File: config.mk
export PLATFORM = sky130hd
export DESIGN_NAME = mux_scan_ctrl
export DESIGN_NICKNAME = d
export VERILOG_FILES = /design/src/rtl/mux_pkg.sv /design/src/rtl/mux_settle_cnt.sv /design/src/rtl/mux_scan_ctrl.sv
export SDC_FILE = /design/constraint.sdc
export NUM_CORES = 1
export LEC_CHECK = 0
export ABC_AREA = 1
export ABC_CLOCK_PERIOD_IN_PS = 1790
export CAP_MARGIN = 20
export CORE_ASPECT_RATIO = 0.8
export CORE_MARGIN = 1
export CORE_UTILIZATION = 57
export DETAILED_ROUTE_END_ITERATION = 10
export PLACE_DENSITY = 0.82
export SYNTH_ARGS = -nofsm -noshare
export SYNTH_HDL_FRONTEND = slang
export SYNTH_SLANG_ARGS = --single-unit
export TNS_END_PERCENT = 20
File: constraint.sdc
create_clock -name clk -period 1.79 [get_ports clk]
set_input_delay 0.358 -clock clk [delete_from_list [all_inputs] [get_ports clk]]
set_output_delay 0.358 -clock clk [all_outputs]
set_load 0.03 [all_outputs]
File: src/rtl/mux_pkg.sv
// Shared types and constants for the 4:1 mux scan sequencer.
// find_ch returns {found, channel} for the lowest enabled channel at or above 'from'.
package mux_pkg;

  localparam int CH_NUM = 4;
  localparam int CH_W   = 2;

  typedef enum logic [1:0] {
    IDLE   = 2'd0,
    SETTLE = 2'd1,
    HOLD   = 2'd2
  } state_t;

  function automatic logic [CH_W:0] find_ch(input logic [CH_NUM-1:0] mask,
                                            input logic [CH_W:0]     from);
    logic [CH_W:0] r;
    r = '0;
    // Walk downwards so the last hit is the lowest qualifying channel.
    for (int i = CH_NUM - 1; i >= 0; i--) begin
      if (mask[i] && ((CH_W + 1)'(i) >= from)) begin
        r = {1'b1, i[CH_W-1:0]};
      end
    end
    return r;
  endfunction

endpackage

File: src/rtl/mux_settle_cnt.sv
// Settle-time counter: reloads to zero on load, counts while enabled,
// and flags the last settle cycle of the current channel with tc.
module mux_settle_cnt #(
  parameter int SETTLE_CYCLES = 2
) (
  input  logic clk,
  input  logic rst,
  input  logic load,
  input  logic en,
  output logic tc
);

  logic [7:0] cnt_q;

  always_ff @(posedge clk) begin
    if (rst) begin
      cnt_q <= '0;
    end else if (load) begin
      cnt_q <= '0;
    end else if (en) begin
      cnt_q <= cnt_q + 8'd1;
    end
  end

  assign tc = en && (cnt_q == 8'(SETTLE_CYCLES - 1));

endmodule

File: src/rtl/mux_scan_ctrl.sv
// Scan sequencer for a 4:1 mux: steps the selects over the enabled channels,
// samples mux_out after each settle period and hands the word out on valid/ready.
module mux_scan_ctrl
  import mux_pkg::*;
#(
  parameter int SETTLE_CYCLES = 2
) (
  input  logic              clk,
  input  logic              rst,
  input  logic              start,
  input  logic [CH_NUM-1:0] ch_en,
  output logic              s0,
  output logic              s1,
  input  logic              mux_out,
  output logic [CH_NUM-1:0] word,
  output logic              valid,
  input  logic              ready,
  output logic              busy,
  output state_t            state_dbg
);

  // Handshake: word is transferred on any edge where valid && ready are both
  // high; valid then stays high with word stable until that edge happens.

  state_t            state_q, state_d;
  logic [CH_W-1:0]   ch_q, ch_d;
  logic [CH_W-1:0]   sel_q, sel_d;
  logic [CH_NUM-1:0] mask_q, mask_d;
  logic [CH_NUM-1:0] shadow_q, shadow_d;
  logic [CH_NUM-1:0] word_q, word_d;
  logic              valid_q, valid_d;
  logic              busy_q, busy_d;
  logic              cnt_load;
  logic              cnt_en;
  logic              tc;
  logic              accept;
  logic [CH_W:0]     nxt;
  logic [CH_W:0]     first;

  mux_settle_cnt #(
    .SETTLE_CYCLES(SETTLE_CYCLES)
  ) u_cnt (
    .clk  (clk),
    .rst  (rst),
    .load (cnt_load),
    .en   (cnt_en),
    .tc   (tc)
  );

  assign cnt_en = (state_q == SETTLE);
  assign accept = start && ((state_q == IDLE) || ((state_q == HOLD) && ready));
  assign nxt    = find_ch(mask_q, {1'b0, ch_q} + 3'd1);
  assign first  = find_ch(ch_en, '0);

  always_ff @(posedge clk) begin
    if (rst) begin
      state_q  <= IDLE;
      ch_q     <= '0;
      sel_q    <= '0;
      mask_q   <= '0;
      shadow_q <= '0;
      word_q   <= '0;
      valid_q  <= 1'b0;
      busy_q   <= 1'b0;
    end else begin
      state_q  <= state_d;
      ch_q     <= ch_d;
      sel_q    <= sel_d;
      mask_q   <= mask_d;
      shadow_q <= shadow_d;
      word_q   <= word_d;
      valid_q  <= valid_d;
      busy_q   <= busy_d;
    end
  end

  always_comb begin
    state_d  = state_q;
    ch_d     = ch_q;
    sel_d    = sel_q;
    mask_d   = mask_q;
    shadow_d = shadow_q;
    word_d   = word_q;
    valid_d  = valid_q;
    busy_d   = busy_q;
    cnt_load = 1'b0;

    case (state_q)
      IDLE: begin
        sel_d = '0;
      end
      SETTLE: begin
        if (tc) begin
          shadow_d[ch_q] = mux_out;
          if (nxt[CH_W]) begin
            ch_d     = nxt[CH_W-1:0];
            sel_d    = nxt[CH_W-1:0];
            cnt_load = 1'b1;
          end else begin
            word_d  = shadow_d;
            valid_d = 1'b1;
            busy_d  = 1'b0;
            sel_d   = '0;
            state_d = HOLD;
          end
        end
      end
      HOLD: begin
        if (ready) begin
          valid_d = 1'b0;
          state_d = IDLE;
        end
      end
      default: begin
        state_d = IDLE;
      end
    endcase

    // A new scan overrides the plain IDLE/HOLD outcome, giving back-to-back scans.
    if (accept) begin
      mask_d   = ch_en;
      shadow_d = '0;
      if (first[CH_W]) begin
        state_d  = SETTLE;
        ch_d     = first[CH_W-1:0];
        sel_d    = first[CH_W-1:0];
        cnt_load = 1'b1;
        busy_d   = 1'b1;
        valid_d  = 1'b0;
      end else begin
        state_d = HOLD;
        word_d  = '0;
        valid_d = 1'b1;
      end
    end
  end

  assign s1        = sel_q[1];
  assign s0        = sel_q[0];
  assign word      = word_q;
  assign valid     = valid_q;
  assign busy      = busy_q;
  assign state_dbg = state_q;

endmodule

# [Word level (Yosys, flattened, before mapping)]
# Index checks and enable logic that the tools add are counted.
[classes] div=0 eq_ne=7 bitwise_logic=0 n_mux=48 addsub=2 mul=0 reduce_logical=16 n_lt_le_gt_ge=6 n_shift=0
[op_table] op="two-way mux 2 bit" count=14
[op_table] op="two-way mux 3 bit" count=8
[op_table] op="two-way mux 4 bit" count=5
[op_table] op="two-way mux 1 bit" count=16
[op_table] op="inequality test 3 bit, second input constant" count=3
[op_table] op="adder 8 x 1 -> 8 bit, second input constant" count=1
[op_table] op="== test 8 x 1 -> 1 bit, second input constant" count=1
[op_table] op="logical AND 1 bit" count=8
[op_table] op="AND reduction 4 bit" count=2
[op_table] op="greater-or-equal comparator 1 x 3 -> 1 bit, first input constant" count=2
[op_table] op="greater-or-equal comparator 2 x 3 -> 1 bit, first input constant" count=2
[op_table] op="case mux 2 bit (3 select lines)" count=1
[op_table] op="bitwise mux 4 bit" count=1
[op_table] op="case mux 2 bit (2 select lines)" count=1
[op_table] op="OR reduction 2 bit" count=2
[op_table] op="adder 2 x 1 -> 3 bit, second input constant" count=1
[op_table] op="less-than comparator 2 x 3 -> 1 bit, second input constant" count=1
[op_table] op="nonzero test 3 bit" count=1
[op_table] op="demux 1 bit (select 2 bit)" count=1
[op_table] op="== test 2 x 1 -> 1 bit, second input constant" count=1
[op_table] op="== test 2 bit, second input constant" count=1
[op_table] op="greater-or-equal comparator 2 x 1 -> 1 bit, second input constant" count=1
[op_table] op="zero test 2 bit" count=1
[op_table] op="inequality test 2 bit, second input constant" count=1
[op_table] op="3 further kinds" count=3
[word_totals] mem_bits_rw=0 rom_bits=0 memories=0 latch_bits=0 word_cells=88 input_bits=9 reg_bits=28

# [Depth between registers and ports, before layout]
# Gate-level depths: netlist of run 1.
[logic_depth] ltp_word=13 ltp_mapped=9 depth_no_buf=9

# [By module]
# A second synthesis of run 1 with hierarchy kept.
[hier_totals] hier_cells=204 hier_area_um2=1373.8
[by_module_without_submodules] mod="mux_scan_ctrl" seq_area_each_um2=380.4 cells_each=147 area_per_inst_um2=963.4 n_inst=1
[by_module_without_submodules] mod="mux_settle_cnt" seq_area_each_um2=160.2 cells_each=57 area_per_inst_um2=410.4 n_inst=1

# [Worst setup path before layout of run 1]
# Ideal clock, no wire load.
[synth_timing] kind="reg2reg" from="reg state_q[1] (netlist: state_dbg[1])" to="reg sel_q[0]" stages_incl_launch_ff=8 setup_time_ps=59 period_less_slack_ps=1353 slack_ps=437 t_arrival_ps=1294 path_cell_list="dfxtp_1 > nand2_1 > nand3_4 > nor2_4 > nor2_4 > nand3_1 > and2_4 > nand2_1"
[synth_via] elab_chain_cells=6 elab_cells_between_ends=11 classes_between="2 x eq/ne; 4 x mux; 5 x reduce/logical"
[synth_lines] element="start, declared" line="mux_scan_ctrl.sv:25" source="state_t state_q, state_d;"
[synth_lines] element="start signal, assigned" line="mux_scan_ctrl.sv:66" source="state_q <= state_d;"
[synth_lines] element="== test 2 x 1 -> 1 bit" line="mux_scan_ctrl.sv:50, mux_scan_ctrl.sv:88"
[synth_lines] element="logical AND 1 bit" line="mux_settle_cnt.sv:25" source="assign tc = en && (cnt_q == 8'(SETTLE_CYCLES - 1));"
[synth_lines] element="two-way mux 2 bit" line="mux_scan_ctrl.sv:93" source="if (tc) begin"
[synth_lines] element="case mux 2 bit (2 select lines)" line="mux_scan_ctrl.sv:88" source="case (state_q)"
[synth_lines] element="two-way mux 2 bit" line="mux_scan_ctrl.sv:123" source="if (first[CH_W]) begin"
[synth_lines] element="two-way mux 2 bit *" line="mux_scan_ctrl.sv:120" source="if (accept) begin"
[synth_lines] element="end signal, assigned" line="mux_scan_ctrl.sv:68" source="sel_q <= sel_d;"
[synth_lines] element="end, declared" line="mux_scan_ctrl.sv:27" source="logic [CH_W-1:0] sel_q, sel_d;"
# Every way passes the cells marked *; elsewhere a longest branch is shown, timed or not.
# A chain may end at the register's enable or synchronous reset.

# [Worst setup path after layout of run 1]
[layout_timing] from="reg sel_q[1]" to="out s1"
[layout_lines] element="end, declared" line="mux_scan_ctrl.sv:13" source="output logic s1,"
# No word-level cell between the ends.

==> results of run 1 <==
[state kept, by name (all words and copies together), names as in the netlist, 2 cells and up]
signal / flops
shadow_q: 4
state_dbg: 2
u_cnt.cnt_q: 8
ch_q: 2
word: 4
mask_q: 3
sel_q: 2
[worst paths after layout]
check / endpoint / depth (start not counted) / slack [ps]
max: s1 / 1 / 50
min: sel_q[1] / 2 / 490
max reg2reg: sel_q[0] / 7 / 390
min reg2reg: sel_q[1] / 2 / 490
[metal layers]
layer	track usage [%]	wire [um]	vias to the layer above
li1	-	-	670
met1	29.69	1412	575
met2	41.63	1360	39
met3	7.022	191	2
met4	4.762	10	0
met5	0	0	-
[metrics by stage]
step	hold WS (ps)	setup slack, ps	cell area, um^2
after floorplan	427.1	437.0	1414
after global placement	467.7	117.8	1633
after detailed placement	462.7	37.53	1633
after CTS	487.3	43.48	1658
after global routing	511.9	3.648	1665
final	489.7	54.16	1665
[area by class of cell]
| cell class | count | area share, % |
|---|---|---|
| flip-flops and latches | 27 | 32.46 |
| well taps | 25 | 1.878 |
| clock inverters | 1 | 0.3005 |
| inverters | 22 | 5.259 |
| multi-input cells | 142 | 47.18 |
| clock buffers | 3 | 1.352 |
| repair buffers | 19 | 11.57 |
[timing repair]
action / in CTS / in global routing
endpoints found under the setup margin: 2 / 3
gates resized for setup: 2 / 3
cloned: 0 / 0
hold endpoints to repair: 0 / 0
[report_power, final]
group / total (W) / internal, W / switching (W)
Combinational: 0.000549 / 0.000189 / 0.000361
Clock: 0.000262 / 0.0000839 / 0.000178
Sequential: 0.000704 / 0.000655 / 0.0000490
[cell families after synthesis]
logic type | Yosys count | share of synthesized area, %
buf+inv | 22 | 6.194
compound gates | 37 | 14.78
flops | 27 | 38.23
simple gates | 100 | 37.17
fa+ha+maj | 2 | 1.770
xor+xnor | 3 | 1.859
[cells in the final DEF (no fill, tap or decap), types with 2 or more instances in the layout]
master           Yosys  routed
inv_1               17      17
a21oi_1             11      11
clkdlybuf4s50_1      0      13
nand2_4              4       4
nand3_1             10      10
nand2_2              4       4
o21ai_1              2       2
o21ai_0             15      15
nand2_1             35      35
clkbuf_4             0       3
dlymetal6s2s_1       0       3
nor2_1              32      32
nor3_2               2       2
nor2_4               4       4
a211oi_1             4       4
inv_2                2       2
xor2_1               2       2
inv_4                2       2
a21boi_0             2       2
dlygate4sd2_1        0       2
nand3_4              2       2
dfxtp_1             27      27
a21oi_2              2       2
ha_1                 2       2
==> impl_metrics.csv, run 1 <==
group,metric,value,unit
power,ir_worst_vdd,700.4,uV
timing,post-route-period-util,96.97,%
layout,antennaDiodeCount,0,
route,vias,1286,
cts,cts_made_buffers,3,
setup_path,worstPathRequired,1430,ps
timing,drv_slew,0,
cts,postCtsHoldBufs,0,
synthesis,ys_seq_area_share,38.23,%
setup_path,cp_data_arrival_time,1380,ps
run_status,status,"finished, violations left",
cts,cts_setup_buffers,0,
route,vias_per_cell,5.381,
timing,finalSetupTns,0,ps
timing,min_period,1736,ps
cts,clk_pin_slew_worst_paths,150,ps
cts,clk_latency,330,ps
synthesis,postSynthCellCount,191,
route,wire_per_inst,12.44,um
cts,cts-root-buf,"clkbuf_4",
floorplanning,die_w,57.68,um
hold_path,min-delay-start,"sel_q[1]",
synthesis,synth_top_area_share,38.23,%
route,drt_iter0_drc,71,
power,total_power,0.001515,W
timing,skew,12.49,ps
route,drt_wl_total,2.974,mm
synthesis,avgSynthCellArea,7.402,um^2
placement,gp_congestion,0.8824,
floorplanning,start_util,62.78,%
timing,max_freq,0.5761,GHz
floorplanning,dieArea,2685,um^2
setup_path,cp-end-kind,"output port",
floorplanning,die_h,46.55,um
hold_path,hp-class,"reg -> reg",
synthesis,synth_area_leaders,"dfxtp_1 38%, nand2_1 9.3%, nor2_1 8.5%",
setup_path,cp-startpoint,"sel_q[1]",
power,power.leakage,0.7359,nW
placement,port_buffers,18,
route,antenna_left,0,
setup_path,critPathKind,"reg -> out",
global_routing,grt_antenna_before_repair,0,
setup_path,timing.rr.start,"u_cnt.cnt_q[1]",
timing,worst_pin_slew,331.9,ps
layout,ff_latch_area,540.5,um^2
synthesis,ys_ff_latch,27,
layout,fill_cells,187,
global_routing,overflow,0,
layout,stdcell_count,239,
timing,finalSetupViolCount,0,
synthesis,yosys-top-cells-count,"35 x nand2_1, 32 x nor2_1, 27 x dfxtp_1",
setup_path,path_cells,"clkdlybuf4s50_1",
synthesis,synth_top_cell_by_area,"dfxtp_1",
placement,dp.cells,235,
synthesis,ys_types,30,
synthesis,post-synth-top-count-cell,"nand2_1",
synthesis,syn_nets,202,
layout,final_core_utilization,73.94,%
layout,syn2layout_area_growth,17.79,%
synthesis,synth_edf_count,0,
run_status,violations,"DRC",
layout,drive_above_1_share,14.49,%
synthesis,synthArstFlopShare,0,%
setup_path,cp-start-kind,"register",
layout,multi_input_area,785.8,um^2
setup_path,critPathMaxFanout,2,
timing,rsz0062_at_grt,"no",
placement,place_hpwl,2.305,mm
setup_path,worst_path_max_delay_cell,"clkdlybuf4s50_1",
floorplanning,num_rows,15,
synthesis,ys.flop_type,"dfxtp_1",
timing,hold_violations,0,
global_routing,grt_use_total,23.79,%
job,maxCapViolCount,0,
setup_path,cp_top_family,"buffers and inverters",
power,powerDensity,909.7,nW/um^2
synthesis,netlist_area,1414,um^2
global_routing,grt_pass1_vias,1116,
setup_path,path_buf_inv,1,
synthesis,yosys_warnings,0,
cts,clock-sinks,27,
floorplanning,fp.coreArea,2252,um^2
route,drc,3,
timing,max_slew_margin,77.64,%
cts,clockBufferDepth,2,
setup_path,cpPeakStageDelay,680,ps
global_routing,grt_pass1_wl,4.774,mm
layout,final_nets,226,
floorplanning,ios,19,
cts,cts_tree,"yes",
route,dr.pass1.iters,8,
cts,htreeDepth,1,
global_routing,grt_max_degree,16,
No activity file was read; power rests on OpenSTA's default activity.
==> run 2: changes to the inputs <==
--- a/config.mk
+++ b/config.mk
@@ -10,9 +10,9 @@
 export CAP_MARGIN = 20
 export CORE_ASPECT_RATIO = 0.8
 export CORE_MARGIN = 1
-export CORE_UTILIZATION = 57
+export CORE_UTILIZATION = 45
 export DETAILED_ROUTE_END_ITERATION = 10
-export PLACE_DENSITY = 0.82
+export PLACE_DENSITY = 0.67
 export SYNTH_ARGS = -nofsm -noshare
 export SYNTH_HDL_FRONTEND = slang
 export SYNTH_SLANG_ARGS = --single-unit
==> impl_metrics.csv, run 2 (synthesis results as in run 1) <==
group,metric,value,unit
route,drt_iter0_drc,59,
floorplanning,ios,19,
power,powerDensity,941.0,nW/um^2
route,vias_per_cell,5.008,
route,vias,1262,
power,power.leakage,0.6876,nW
setup_path,timing.rr.start,"u_cnt.cnt_q[0]",
setup_path,worstPathRequired,1430,ps
floorplanning,die_w,64.67,um
power,total_power,0.001593,W
setup_path,path_buf_inv,1,
route,drt_wl_total,2.916,mm
cts,cts_tree,"yes",
placement,postPlaceCellArea,1649,um^2
timing,finalSetupViolCount,0,
hold_path,hold_depth,2,
layout,final_cell_mix,"35 x nand2_1, 32 x nor2_1, 27 x dfxtp_1",
timing,worst_pin_slew,375.3,ps
hold_path,min-delay-start,"sel_q[0]",
cts,clk_latency,270,ps
timing,rsz0062_at_grt,"no",
cts,htreeDepth,1,
timing,drv_slew,0,
timing,max_freq,0.5729,GHz
global_routing,grt_use_total,19.81,%
setup_path,critPathKind,"reg -> out",
floorplanning,dieArea,3372,um^2
global_routing,grt_pass1_wl,5.023,mm
hold_path,holdPathEnd,"sel_q[0]",
setup_path,cp-start-kind,"register",
setup_path,cp-end-kind,"output port",
floorplanning,start_util,49.24,%
setup_path,critPathMaxFanout,3,
route,drc,0,
global_routing,grt_antenna_before_repair,0,
job,maxCapViolCount,0,
layout,final_nets,226,
timing,post-route-period-util,97.52,%
layout,final_core_utilization,58.95,%
setup_path,worst_path_max_delay_cell,"clkdlybuf4s50_1",
run_status,status,"completed",
global_routing,grt_pass1_vias,1166,
route,dr.pass1.iters,4,
route,antenna_left,0,
global_routing,grt_max_degree,15,
layout,drive_above_1_share,14.02,%
setup_path,ff2ff_path_depth,8,
placement,port_buffers,18,
layout,syn2layout_area_growth,19.73,%
cts,clockBufferDepth,2,
placement,place_hpwl,2.352,mm
hold_path,hp-class,"reg -> reg",
power,ir_worst_vdd,528.5,uV
setup_path,cp-startpoint,"state_dbg[0]",
timing,timing.final.ws_setup,44.45,ps
floorplanning,num_rows,17,
timing,min_period,1746,ps
cts,clock-sinks,27,
setup_path,cp_top_family,"buffers and inverters",
floorplanning,fp.coreArea,2872,um^2
placement,pre_cts_ws,84.53,ps
layout,largest_register_ffs,8,
setup_path,r2r_slack,420,ps
layout,final_common_cell,"nand2_1",
layout,antennaDiodeCount,0,
setup_path,cpPeakStageDelay,700,ps
setup_path,path_cells,"clkdlybuf4s50_1",
timing,max_slew_margin,74.72,%
timing,finalSetupTns,0,ps
timing,skew,9.264,ps
route,wire_per_inst,11.57,um
placement,gp_congestion,0.8541,
layout,regMostFlops,"u_cnt.cnt_q",
setup_path,cp_data_arrival_time,1390,ps
timing,hold_violations,0,
cts,postCtsHoldBufs,0,
floorplanning,die_h,52.14,um
cts,clk_pin_slew_worst_paths,90,ps
cts,cts_made_buffers,3,
global_routing,overflow,0,
layout,stdcell_area,1693,um^2
cts,cts-root-buf,"clkbuf_8",
setup_path,timing.rr.end,"word[1]",
-- run 2: changes by cell type in the layout (fill, tap and decap cells not counted) --
cell             delta
clkinv_2            -1
clkbuf_4            -3
dlygate4sd2_1       -1
dlymetal6s2s_1      -3
clkdlybuf4s50_1     +4
clkbuf_8            +3
clkbuf_1            +1
-- run 2: how the worst max path moves through the flow --
stage	end	slack, ps	depth (start not counted)
detailed placement	sel_q[0]	80	9
floorplan	sel_q[0]	440	7
global route	state_dbg[0]	3	1
finish	state_dbg[0]	40	1
global placement	ch_q[0]	110	9
CTS	state_dbg[0]	30	1
-- run 2: metal layers --
| metal | vias to the layer above | global-route usage [%] | part of all wire (%) | routed length, um |
|---|---|---|---|---|
| met1 | 571 | 24.36 | 49 | 1435 |
| li1 | 670 | - | - | - |
| met4 | 0 | 3.333 | 0.55 | 16 |
| met2 | 19 | 35.09 | 46 | 1332 |
| met3 | 2 | 5.482 | 4.5 | 131 |
| met5 | - | 0 | 0 | 0 |
-- run 2: final cells by class --
type	count	area, um^2
well taps	38	47.55
multi-input cells	142	785.8
clock buffers	4	45.04
fillers	268	1179
flip-flops and latches	27	540.5
repair buffers	19	186.4
inverters	22	87.58
-- run 2: through the flow --
| step | instances | hold slack (ps) |
|---|---|---|
| final | 252 | 483.4 |
| after global routing | 252 | 514.5 |
| after CTS | 252 | 487.3 |
| after detailed placement | 248 | 473.2 |
| after global placement | 248 | 468.4 |
| after floorplan | 191 | 427.1 |
-- run 2: power breakdown --
group	total (W)	switching [W]	internal (W)
logic	0.000545	0.000351	0.000194
registers	0.000705	0.0000503	0.000654
clock network	0.000344	0.000184	0.000159
-- run 2: what timing repair did --
item,in CTS,in global routing
gates resized for setup,1,0
buffers inserted,0,0
setup endpoints to repair,1,0
